==> src/rtl/data_mem_arbiter.sv <==
// Two-requester (CPU / DMA) arbiter and access sequencer for the small data memory.
// Optional address range check is enabled by defining DATA_MEM_ARB_ADDR_CHECK_EN.
module data_mem_arbiter #(
    parameter int DATA_W     = 8,
    parameter int ADDR_W     = 8,
    parameter int MEM_AW     = 3,
    parameter int FIXED_PRIO = 0
) (
    input  logic              clk,
    input  logic              rst,
    input  logic              cpu_req,
    input  logic              cpu_we,
    input  logic [ADDR_W-1:0] cpu_addr,
    input  logic [DATA_W-1:0] cpu_wdata,
    output logic              cpu_ack,
    output logic [DATA_W-1:0] cpu_rdata,
    output logic              cpu_err,
    input  logic              dma_req,
    input  logic              dma_we,
    input  logic [ADDR_W-1:0] dma_addr,
    input  logic [DATA_W-1:0] dma_wdata,
    output logic              dma_ack,
    output logic [DATA_W-1:0] dma_rdata,
    output logic              dma_err,
    output logic              mem_read,
    output logic              mem_write,
    output logic [ADDR_W-1:0] mem_addr,
    output logic [DATA_W-1:0] mem_wdata,
    input  logic [DATA_W-1:0] mem_rdata,
    output logic              busy
);

    typedef enum logic [1:0] {
        ST_IDLE   = 2'd0,
        ST_ACCESS = 2'd1,
        ST_RESP   = 2'd2
    } state_t;

    localparam logic GNT_CPU = 1'b0;
    localparam logic GNT_DMA = 1'b1;

`ifdef DATA_MEM_ARB_ADDR_CHECK_EN
    function automatic logic addr_out_of_range(input logic [ADDR_W-1:0] a);
        return (a >> MEM_AW) != '0;
    endfunction
`endif

    state_t              state_q, state_d;
    logic                last_q, last_d;
    logic                win_q, win_d;
    logic                we_q, we_d;
    logic                bad_q, bad_d;
    logic                mem_read_q, mem_read_d;
    logic                mem_write_q, mem_write_d;
    logic [ADDR_W-1:0]   mem_addr_q, mem_addr_d;
    logic [DATA_W-1:0]   mem_wdata_q, mem_wdata_d;
    logic                cpu_ack_q, cpu_ack_d, dma_ack_q, dma_ack_d;
    logic                cpu_err_q, cpu_err_d, dma_err_q, dma_err_d;
    logic [DATA_W-1:0]   cpu_rdata_q, cpu_rdata_d, dma_rdata_q, dma_rdata_d;
    logic                sel_s, sel_we_s, sel_bad_s;
    logic [ADDR_W-1:0]   sel_addr_s;
    logic [DATA_W-1:0]   sel_wdata_s;
    logic [DATA_W-1:0]   rd_capture_s;

    // Grant decision and winner command mux, evaluated while idle.
    always_comb begin
        sel_s = GNT_DMA;
        if (cpu_req && dma_req) begin
            if (FIXED_PRIO != 0) begin
                sel_s = GNT_CPU;
            end else if (last_q == GNT_DMA) begin
                sel_s = GNT_CPU;
            end else begin
                sel_s = GNT_DMA;
            end
        end else if (cpu_req) begin
            sel_s = GNT_CPU;
        end else begin
            sel_s = GNT_DMA;
        end
        sel_we_s    = (sel_s == GNT_CPU) ? cpu_we    : dma_we;
        sel_addr_s  = (sel_s == GNT_CPU) ? cpu_addr  : dma_addr;
        sel_wdata_s = (sel_s == GNT_CPU) ? cpu_wdata : dma_wdata;
`ifdef DATA_MEM_ARB_ADDR_CHECK_EN
        sel_bad_s = addr_out_of_range(sel_addr_s);
`else
        sel_bad_s = 1'b0;
`endif
    end

    // Next-state and registered-output logic; memory strobes are 0 unless entering ACCESS.
    always_comb begin
        state_d      = state_q;
        last_d       = last_q;
        win_d        = win_q;
        we_d         = we_q;
        bad_d        = bad_q;
        mem_read_d   = 1'b0;
        mem_write_d  = 1'b0;
        mem_addr_d   = '0;
        mem_wdata_d  = '0;
        cpu_ack_d    = 1'b0;
        dma_ack_d    = 1'b0;
        cpu_err_d    = 1'b0;
        dma_err_d    = 1'b0;
        cpu_rdata_d  = cpu_rdata_q;
        dma_rdata_d  = dma_rdata_q;
        rd_capture_s = (we_q || bad_q) ? '0 : mem_rdata;
        case (state_q)
            ST_IDLE: begin
                if (cpu_req || dma_req) begin
                    state_d     = ST_ACCESS;
                    last_d      = sel_s;
                    win_d       = sel_s;
                    we_d        = sel_we_s;
                    bad_d       = sel_bad_s;
                    mem_read_d  = ~sel_we_s & ~sel_bad_s;
                    mem_write_d = sel_we_s & ~sel_bad_s;
                    mem_addr_d  = sel_addr_s;
                    mem_wdata_d = sel_wdata_s;
                end else begin
                    state_d = ST_IDLE;
                end
            end
            ST_ACCESS: begin
                state_d = ST_RESP;
                if (win_q == GNT_CPU) begin
                    cpu_ack_d   = 1'b1;
                    cpu_err_d   = bad_q;
                    cpu_rdata_d = rd_capture_s;
                end else begin
                    dma_ack_d   = 1'b1;
                    dma_err_d   = bad_q;
                    dma_rdata_d = rd_capture_s;
                end
            end
            ST_RESP: begin
                state_d = ST_IDLE;
            end
            default: begin
                state_d = ST_IDLE;
            end
        endcase
    end

    // State and output registers with synchronous reset.
    always_ff @(posedge clk) begin
        if (rst) begin
            state_q     <= ST_IDLE;
            last_q      <= GNT_DMA;
            win_q       <= GNT_CPU;
            we_q        <= 1'b0;
            bad_q       <= 1'b0;
            mem_read_q  <= 1'b0;
            mem_write_q <= 1'b0;
            mem_addr_q  <= '0;
            mem_wdata_q <= '0;
            cpu_ack_q   <= 1'b0;
            dma_ack_q   <= 1'b0;
            cpu_err_q   <= 1'b0;
            dma_err_q   <= 1'b0;
            cpu_rdata_q <= '0;
            dma_rdata_q <= '0;
        end else begin
            state_q     <= state_d;
            last_q      <= last_d;
            win_q       <= win_d;
            we_q        <= we_d;
            bad_q       <= bad_d;
            mem_read_q  <= mem_read_d;
            mem_write_q <= mem_write_d;
            mem_addr_q  <= mem_addr_d;
            mem_wdata_q <= mem_wdata_d;
            cpu_ack_q   <= cpu_ack_d;
            dma_ack_q   <= dma_ack_d;
            cpu_err_q   <= cpu_err_d;
            dma_err_q   <= dma_err_d;
            cpu_rdata_q <= cpu_rdata_d;
            dma_rdata_q <= dma_rdata_d;
        end
    end

    assign cpu_ack   = cpu_ack_q;
    assign dma_ack   = dma_ack_q;
    assign cpu_err   = cpu_err_q;
    assign dma_err   = dma_err_q;
    assign cpu_rdata = cpu_rdata_q;
    assign dma_rdata = dma_rdata_q;
    assign mem_read  = mem_read_q;
    assign mem_write = mem_write_q;
    assign mem_addr  = mem_addr_q;
    assign mem_wdata = mem_wdata_q;
    assign busy      = (state_q != ST_IDLE);

endmodule

==> config.mk <==
export PLATFORM = sky130hd
export DESIGN_NAME = data_mem_arbiter
export DESIGN_NICKNAME = d
export VERILOG_FILES = /design/src/rtl/data_mem_arbiter.sv
export SDC_FILE = /design/constraint.sdc
export NUM_CORES = 1
export LEC_CHECK = 0
export ABC_AREA = 0
export CAP_MARGIN = 20
export CORE_MARGIN = 5
export CORE_UTILIZATION = 38
export CTS_CLUSTER_DIAMETER = 30
export CTS_CLUSTER_SIZE = 12
export DETAILED_ROUTE_END_ITERATION = 8
export PLACE_DENSITY = 0.79
export SLEW_MARGIN = 20
export SYNTH_ARGS = -nofsm -noshare
export SYNTH_HDL_FRONTEND = slang
export SYNTH_SLANG_ARGS = --single-unit
export TNS_END_PERCENT = 100
==> constraint.sdc <==
create_clock -name clk -period 1.29 [get_ports clk]
set_input_delay 0.1935 -clock clk [delete_from_list [all_inputs] [get_ports clk]]
set_output_delay 0.1935 -clock clk [all_outputs]
set_load 0.03 [all_outputs]
==> impl_metrics.json, run 1 <==
{
  "outcome": "complete, no violations",
  "grt_max_degree": 23,
  "final_antenna_net_count": 0,
  "rows": 23,
  "cts_buffer_depth": 2,
  "netlist_area_um2": 1570,
  "dieArea_um2": 5530,
  "r2r-start": "state_q[0]",
  "syn_inst": 187,
  "synthMuxAreaShare_pct": 0,
  "synth_xor_area_share_pct": 0,
  "layout.nets": 323,
  "min-delay-start": "dma_rdata[6]",
  "path_cells": "dlygate4sd2_1",
  "crit_fanout": 2,
  "layout_setup_ws_ns": 0.0599,
  "hold_class": "reg -> reg",
  "grt_first_pass_wirelength_um": 6950,
  "avgSynthCellArea_um2": 8.42,
  "post-place-ws_ns": -0.215,
  "path_depth": 1,
  "wirelength_um": 4370,
  "cts_root_buf": "clkbuf_8",
  "synth_top_family_by_area": "simple AND/OR/NAND/NOR gates",
  "cp_data_required_time_ns": 1.10,
  "ys_warn_count": 0,
  "finalCritPeriodShare_pct": 95.4,
  "synth_compound_area_share_pct": 17.9,
  "synth_fa_ha_area_share_pct": 0,
  "core_area_um2": 4000,
  "cts_tree": "done",
  "drcViolationCount": 0,
  "cts-hold-fix-buffers": 0,
  "path_clk_slew_ns": 0.07,
  "r2r_cells": 6,
  "cp-end-kind": "output pin",
  "first_iter_violations": 108,
  "crit_arrival_ns": 1.04,
  "io_pins": 85,
  "slowest_delay_ns": 0.42,
  "final-setup-viol-count": 0,
  "finalMaxSlewViolations": 0,
  "whs_path_depth": 2,
  "leakagePower_nw": 1.17,
  "post_drt_via_cell_ratio": 4.85,
  "power_w": 0.00309,
  "clock-sinks": 41,
  "first_global_vias": 1576,
  "critPathLaunchType": "register",
  "drive_above_1_share_pct": 10.8,
  "hold_violations": 0,
  "n_antenna_cell": 0,
  "chipWidth_um": 74.4,
  "grt_usage_pct": 16.6,
  "max_clock_freq_mhz": 813,
  "initial_core_util_pct": 39.3,
  "clock_latency_ns": 0.29,
  "vias": 1592,
  "critical_path_buf_inv_count": 1,
  "crit_type": "reg -> out",
  "yosysSeqAreaShare_pct": 52.1,
  "vdd_drop_max_v": 0.000739,
  "detail_route.wl_per_cell_um": 13.3,
  "hpwlAfterDp_um": 3380,
  "yosysUniqueCellTypes": 29,
  "die_y_um": 74.4,
  "period_needed_ns": 1.23,
  "p_per_area_nw_per_um2": 1180,
  "dr.pass1.iters": 4,
  "numPortBuffers": 82,
  "fin_skew_ns": 0.00400,
  "antenna_found_initial": 0,
  "grt-ovfl-total": 0,
  "ys_seq_elements": 41,
  "yosys.area_share.simple_pct": 24.6,
  "rrSetupSlack_ns": 0.11,
  "htreeDepth": 2,
  "place.gp.congestion": 0.805,
  "startpoint": "dma_rdata[2]",
  "crit_slowest_cell": "dlygate4sd2_1",
  "crit_family": "buffers and inverters",
  "syn2layout_area_growth_pct": 66.5,
  "maxCapViolCount": 0,
  "cts_buffers": 5
}
state kept, by name, indices dropped and copies added, names as in the netlist:
register	count
cpu_rdata	8
dma_rdata	8
mem_addr	8
mem_wdata	8
state_q	2
cpu_ack	1
dma_ack	1
last_q	1
mem_read	1
mem_write	1
we_q	1
win_q	1
synth_stat cells:
| cell | n | area, um^2 |
|---|---|---|
| nor2_1 | 2 | 7.51 |
| clkbuf_1 | 4 | 15.0 |
| and2_0 | 1 | 6.26 |
| and3_1 | 1 | 6.26 |
| o21ai_0 | 16 | 80.1 |
| or3b_1 | 1 | 8.76 |
| o21ai_1 | 1 | 5.00 |
| and3b_1 | 2 | 17.5 |
| conb_1 | 1 | 3.75 |
| nand3b_1 | 1 | 7.51 |
| nor2_4 | 1 | 11.3 |
| nor3b_1 | 1 | 7.51 |
| buf_4 | 2 | 15.0 |
| buf_2 | 7 | 35.0 |
| nand2b_1 | 1 | 6.26 |
| nand3_1 | 17 | 85.1 |
| a21oi_1 | 36 | 180 |
| nand2_1 | 32 | 120 |
| dfxtp_1 | 41 | 821 |
| inv_1 | 3 | 11.3 |
| and2b_2 | 1 | 8.76 |
| clkbuf_2 | 1 | 5.00 |
| nor3b_2 | 1 | 12.5 |
| nand3b_4 | 1 | 20.0 |
| o21bai_1 | 1 | 7.51 |
| or2_1 | 1 | 6.26 |
| a311oi_1 | 1 | 8.76 |
| nor2b_1 | 8 | 50.1 |
| nor3_1 | 1 | 5.00 |
power breakdown:
group,total [W],internal (W),switching (W),leakage [nW]
logic,0.000668,0.000322,0.000346,0.775
registers,0.00138,0.00134,0.0000375,0.335
clock network,0.00105,0.000630,0.000418,0.0585
total,0.00309,0.00229,0.000802,1.17
worst paths after layout:
kind	to
min reg2reg	dma_rdata[6]
max reg2reg	mem_addr[4]
min	dma_rdata[6]
max	dma_rdata[2]
stage by stage:
stage / TNS, ns / std cells / hold WS (ns) / util, % / cell area [um^2]
final: 0 / 328 / 0.452 / 65.5 / 2620
after CTS: 0 / 328 / 0.455 / 65.4 / 2620
after floorplan: 0 / 188 / 0.266 / - / 1580
after detailed placement: -2.88 / 319 / 0.447 / 63.3 / 2530
after global routing: -0.0174 / 328 / 0.468 / 65.5 / 2620
after global placement: -2.34 / 319 / 0.442 / 63.3 / 2530
cell usage in the layout (no fill, tap or decap), types with 2 or more instances in the layout:
cell type        synthesis  final
conb_1                   1      2
dlygate4sd2_1            0     35
clkdlybuf4s50_1          0     45
nor2_1                   2      2
buf_12                   0      4
buf_4                    2     11
nor2b_1                  8      8
a21oi_1                 36     36
clkbuf_8                 0      6
inv_1                    3      2
nand3_1                 17     17
and3b_1                  2      2
o21ai_0                 16     16
dfxtp_1                 41     40
nand2_1                 32     32
cell type report:
cell class	count	area, um^2
Clock inverter	1	30.0
Tap cell	50	62.6
Fill cell	357	1380
Clock buffer	7	86.3
Sequential cell	41	822
Inverter	3	11.3
Multi-Input combinational cell	130	678
Timing Repair Buffer	96	931
routing by layer:
metal  global-route usage [%]  vias to the layer above  part of all wire, %
met1                     18.3                      695                   39
met5                        0                        -                    0
met3                     9.73                        6                   16
li1                         -                      809                    -
met4                     5.93                        0                  1.4
met2                     26.7                       82                   44
what timing repair did:
| action | in CTS | in global routing |
|---|---|---|
| pin swaps | 1 | 1 |
| setup buffers | 1 | 0 |
| setup endpoints to repair | 36 | 6 |
| cloned | 0 | 0 |
| gates resized for setup | 36 | 3 |
kinds of logic (layout without fill, tap and decap cells):
kind of cell	count (synthesis)	count (layout)
flops	41	41
other cells	1	2
compound gates	55	55
simple gates	73	73
buf+inv	17	107
Power figures use the tool's default switching activity.
==> run 2, diff against run 1 <==
--- a/config.mk
+++ b/config.mk
@@ -12,6 +12,7 @@
 export CTS_CLUSTER_DIAMETER = 30
 export CTS_CLUSTER_SIZE = 12
 export DETAILED_ROUTE_END_ITERATION = 8
+export GPL_TIMING_DRIVEN = 0
 export PLACE_DENSITY = 0.79
 export SLEW_MARGIN = 20
 export SYNTH_ARGS = -nofsm -noshare
==> run 2 against run 1 <==
Net effect: cell count up 0.30%; wire length down 1.3%; first-iteration DRC count down 44%; combinational power down 7.6%; register-to-register slack about the same; cell area down 2.5%; total power down 1.3%; global-route usage down 0.78 points; sequential power about the same; largest cell class unchanged; highest routed layer unchanged.
==> impl_metrics.json, run 2 (synthesis results as in run 1) <==
{
  "internal-power_w": 0.00225,
  "critical_path_buf_inv_count": 1,
  "final_area_um2": 2560,
  "grt_usage_pct": 15.9,
  "first_iter_violations": 61,
  "initial_core_util_pct": 39.3,
  "final_antenna_net_count": 0,
  "pwr-share-seq_pct": 45.2,
  "crit_type": "reg -> out",
  "maxCapViolCount": 0,
  "max_clock_freq_mhz": 808,
  "drive_above_1_share_pct": 10.0,
  "final_cell_mix": "clkdlybuf4s50_1, dfxtp_1, a21oi_1, dlygate4sd2_1, nand2_1",
  "swShare_pct": 26.2,
  "hpwlAfterDp_um": 3260,
  "final_cells": 329,
  "layout.nets": 324,
  "fin_skew_ns": 0.00672,
  "pwr-share-clk_pct": 34.6,
  "n_antenna_cell": 0,
  "cts_root_buf": "clkbuf_8",
  "cts-hold-fix-buffers": 0,
  "post_drt_via_cell_ratio": 4.84,
  "post-place-ws_ns": -0.391,
  "layout_setup_ws_ns": 0.0517,
  "numPortBuffers": 82,
  "path_cells": "dlygate4sd2_1",
  "io_pins": 85,
  "core_area_um2": 4000,
  "grt_max_degree": 13,
  "placedCellCount": 320,
  "finalMaxSlewViolations": 0,
  "final-setup-viol-count": 0,
  "crit_slowest_cell": "dlygate4sd2_1",
  "dieArea_um2": 5530,
  "path_clk_slew_ns": 0.08,
  "p_sw_w": 0.000798,
  "die_y_um": 74.4,
  "place.gp.congestion": 0.751,
  "outcome": "complete, no violations",
  "detail_route.wl_per_cell_um": 13.1,
  "drcViolationCount": 0,
  "chipWidth_um": 74.4,
  "wirelength_um": 4310,
  "finalSetupTns_ns": 0,
  "finalCritPeriodShare_pct": 96.0,
  "clock-sinks": 41,
  "cp-end-kind": "output pin",
  "p_comb_share_pct": 20.2,
  "hold_class": "reg -> reg",
  "antenna_found_initial": 0,
  "rows": 23,
  "vias": 1591,
  "crit_fanout": 2,
  "dr.pass1.iters": 4,
  "grt_first_pass_wirelength_um": 6630,
  "period_needed_ns": 1.24,
  "crit_family": "buffers and inverters",
  "syn2layout_area_growth_pct": 62.4,
  "vdd_drop_max_v": 0.000776,
  "layout_commonest_cell": "clkdlybuf4s50_1",
  "cts_buffer_depth": 2,
  "critPathLaunchType": "register",
  "first_global_vias": 1558,
  "slowest_delay_ns": 0.40,
  "clock_latency_ns": 0.29,
  "timing.hold.ws_ns": 0.454,
  "cts_tree": "done",
  "crit_arrival_ns": 1.04,
  "leakagePower_nw": 1.15,
  "cts_buffers": 5,
  "place_area_um2": 2460,
  "cp_data_required_time_ns": 1.10,
  "p_per_area_nw_per_um2": 1190,
  "htreeDepth": 2,
  "hold_violations": 0,
  "grt-ovfl-total": 0
}
-- run 2: cell count changes in the layout (fill, tap and decap cells not counted), moves of 2 or more --
cell	before	now
buf_12	4	0
clkbuf_1	1	3
o21ai_1	1	4
buf_2	0	5
clkbuf_4	0	3
o21ai_0	16	13
buf_4	11	4
-- run 2: final cells by class --
cell class              count  area (um^2)
plain buffers              14         88.8
clock inverters             1         30.0
well taps                  50         62.6
fillers                   366         1440
inverters                   3         11.3
repair buffers             83          778
multi-input cells         130          676
clock buffers               7         86.3
flip-flops and latches     41          823
-- run 2: final timing paths --
path	from	end	slack (ns)	depth (start not counted)
hold reg to reg	dma_rdata[3]	dma_rdata[3]	0.45	2
setup reg to reg	state_q[1]	mem_wdata[7]	0.12	5
hold / removal	dma_rdata[3]	dma_rdata[3]	0.45	2
setup / recovery	cpu_rdata[5]	cpu_rdata[5]	0.05	1
-- run 2: stage by stage --
step / utilization [%] / total power, W
global route: 63.9 / 0.00320
global placement: 61.5 / 0.00205
floorplan: - / 0.00174
finish: 63.9 / 0.00305
detailed placement: 61.5 / 0.00206
CTS: 63.4 / 0.00307
-- run 2: metal layers --
metal / up-vias / share of wire (%) / track usage [%]
li1: 818 / - / -
met1: 691 / 38 / 16.1
met2: 76 / 44 / 26.0
met3: 6 / 16 / 8.78
met4: 0 / 1.6 / 8.30
met5: - / 0 / 0
-- run 2: power groups by stage --
stage	logic [W]	registers (W)	clock network, W
2_1_floorplan	0.000219	0.00152	0
3_3_place_gp	0.000643	0.00141	0
3_5_place_dp	0.000647	0.00141	0
4_1_cts	0.000612	0.00138	0.00108
5_1_grt	0.000670	0.00139	0.00114
6_report	0.000617	0.00138	0.00106
-- run 2: timing repair --
item                       in CTS  in global routing
resized for setup              43                 16
setup endpoints to repair      49                 21
hold endpoints to repair        0                  0
setup buffers                   0                  1
pin swaps                       1                  2
==> run 3, diff against run 2 <==
--- a/config.mk
+++ b/config.mk
@@ -7,13 +7,15 @@
 export LEC_CHECK = 0
 export ABC_AREA = 0
 export CAP_MARGIN = 20
+export CELL_PAD_IN_SITES_DETAIL_PLACEMENT = 1
+export CELL_PAD_IN_SITES_GLOBAL_PLACEMENT = 1
 export CORE_MARGIN = 5
-export CORE_UTILIZATION = 38
+export CORE_UTILIZATION = 27
 export CTS_CLUSTER_DIAMETER = 30
 export CTS_CLUSTER_SIZE = 12
 export DETAILED_ROUTE_END_ITERATION = 8
 export GPL_TIMING_DRIVEN = 0
-export PLACE_DENSITY = 0.79
+export PLACE_DENSITY_LB_ADDON = 0.1
 export SLEW_MARGIN = 20
 export SYNTH_ARGS = -nofsm -noshare
 export SYNTH_HDL_FRONTEND = slang
==> run 3 against run 2 <==
Net effect: global-route usage down 2.2 points; fmax up 0.72%; flip-flop and latch count unchanged; cell area up 2.8%; hold slack worse by 0.0027 ns; setup slack better by 0.0088 ns; non-clock buffer count up 3; cell count up 7.6%; sequential power about the same; die area up 35%; combinational power up 4.5%; critical endpoint is now dma_rdata[5]; largest power group unchanged; highest routed layer unchanged.
==> impl_metrics.json, run 3 (synthesis results as in run 1) <==
{
  "critical_path_buf_inv_count": 1,
  "post_drt_via_cell_ratio": 4.54,
  "power_w": 0.00310,
  "p_comb_share_pct": 20.8,
  "clock_latency_ns": 0.29,
  "period_needed_ns": 1.23,
  "clock-sinks": 41,
  "cts_tree": "done",
  "path_clk_slew_ns": 0.08,
  "place_area_um2": 2490,
  "met2_usage_pct": 23.8,
  "slowest_delay_ns": 0.40,
  "dr.pass1.iters": 4,
  "vias": 1607,
  "die_y_um": 86.4,
  "use_met1_pct": 14.2,
  "p_sw_w": 0.000831,
  "rows": 27,
  "drive_above_1_share_pct": 11.3,
  "max_clock_freq_mhz": 813,
  "finalMaxSlewViolations": 0,
  "wirelength_um": 5030,
  "layout_commonest_cell": "clkdlybuf4s50_1",
  "hold_violations": 0,
  "final_cells": 354,
  "io_pins": 85,
  "fin_util_pct": 47.2,
  "internal-power_w": 0.00227,
  "initial_core_util_pct": 28.2,
  "pwr-share-seq_pct": 44.5,
  "antenna_found_initial": 0,
  "startpoint": "dma_rdata[5]",
  "cts_buffers": 5,
  "vdd_drop_max_v": 0.000520,
  "core_area_um2": 5570,
  "outcome": "complete, no violations",
  "layout.nets": 327,
  "p_per_area_nw_per_um2": 1180,
  "first_iter_violations": 54,
  "crit_type": "reg -> out",
  "cp_data_required_time_ns": 1.10,
  "cp-end-kind": "output pin",
  "crit_path_end": "dma_rdata[5]",
  "cts_buffer_depth": 2,
  "hold_class": "reg -> reg",
  "crit_arrival_ns": 1.04,
  "placedCellCount": 342,
  "crit_slowest_cell": "dlygate4sd2_1",
  "drcViolationCount": 0,
  "detail_route.wl_per_cell_um": 14.2,
  "path_cells": "dlygate4sd2_1",
  "r2r-start": "state_q[0]",
  "final_area_um2": 2630,
  "timing.rr.end": "cpu_rdata[3]",
  "path_depth": 1,
  "final_antenna_net_count": 0,
  "dieArea_um2": 7460,
  "numPortBuffers": 82,
  "r2r_cells": 4,
  "hpwlAfterDp_um": 3830,
  "grt-ovfl-total": 0,
  "top_usage_layer": "met2",
  "fin_skew_ns": 0.00601,
  "grt.met3_usage_pct": 7.32,
  "rsz0062_at_grt": "false",
  "final-setup-viol-count": 0,
  "pwr-share-clk_pct": 34.6,
  "min-delay-start": "dma_rdata[7]",
  "chipWidth_um": 86.4,
  "leakagePower_nw": 1.15,
  "cts-hold-fix-buffers": 0,
  "final_cell_mix": "clkdlybuf4s50_1, dfxtp_1, a21oi_1, dlygate4sd2_1, nand2_1",
  "n_antenna_cell": 0,
  "grt_max_degree": 13,
  "rrSetupSlack_ns": 0.09,
  "maxCapViolCount": 0,
  "grt_usage_pct": 13.7,
  "syn2layout_area_growth_pct": 67.0,
  "crit_fanout": 2,
  "crit_family": "buffers and inverters",
  "finalCritPeriodShare_pct": 95.3,
  "swShare_pct": 26.8,
  "grt_first_pass_wirelength_um": 7910,
  "place.gp.congestion": 0.728,
  "critPathLaunchType": "register",
  "finalSetupTns_ns": 0,
  "htreeDepth": 2,
  "cts_root_buf": "clkbuf_8",
  "first_global_vias": 1649
}
-- run 3: how the worst min path moves through the flow --
stage | slack (ns) | endpoint | cells after the start
floorplan | 0.27 | we_q | 1
global placement | 0.44 | dma_rdata[7] | 2
detailed placement | 0.45 | dma_rdata[7] | 2
CTS | 0.46 | dma_rdata[7] | 2
global route | 0.46 | mem_addr[4] | 3
finish | 0.45 | dma_rdata[7] | 2
-- run 3: layer usage --
metal / vias up / share of wire, %
met2: 58 / 48
met1: 730 / 41
met5: - / 0
met4: 0 / 0.80
li1: 815 / -
met3: 4 / 10
-- run 3: through the flow --
| step | setup slack [ns] | hold slack, ns |
|---|---|---|
| 2_1_floorplan | 0.150 | 0.266 |
| 3_3_place_gp | -0.384 | 0.443 |
| 6_report | 0.0605 | 0.451 |
| 4_1_cts | -0.143 | 0.456 |
| 5_1_grt | 0.00644 | 0.462 |
| 3_5_place_dp | -0.385 | 0.447 |
-- run 3: layout make-up --
class | count | area [um^2]
plain buffers | 14 | 95.1
flip-flops and latches | 41 | 827
repair buffers | 86 | 802
inverters | 3 | 15.0
clock buffers | 7 | 86.3
clock inverters | 1 | 30.0
fillers | 700 | 2950
multi-input cells | 130 | 683
well taps | 72 | 90.1
-- run 3: repair_timing --
item	4_1_cts	5_1_grt
buffers inserted	0	4
endpoints found under the hold margin	0	0
gates resized for setup	44	18
pin swaps	1	2
endpoints found under the setup margin	51	23
-- run 3: power groups by stage --
stage / Clock, W / Sequential, W / Combinational (W)
floorplan: 0 / 0.00152 / 0.000219
global placement: 0 / 0.00141 / 0.000661
detailed placement: 0 / 0.00141 / 0.000663
CTS: 0.00111 / 0.00138 / 0.000633
global route: 0.00117 / 0.00139 / 0.000703
finish: 0.00107 / 0.00138 / 0.000645
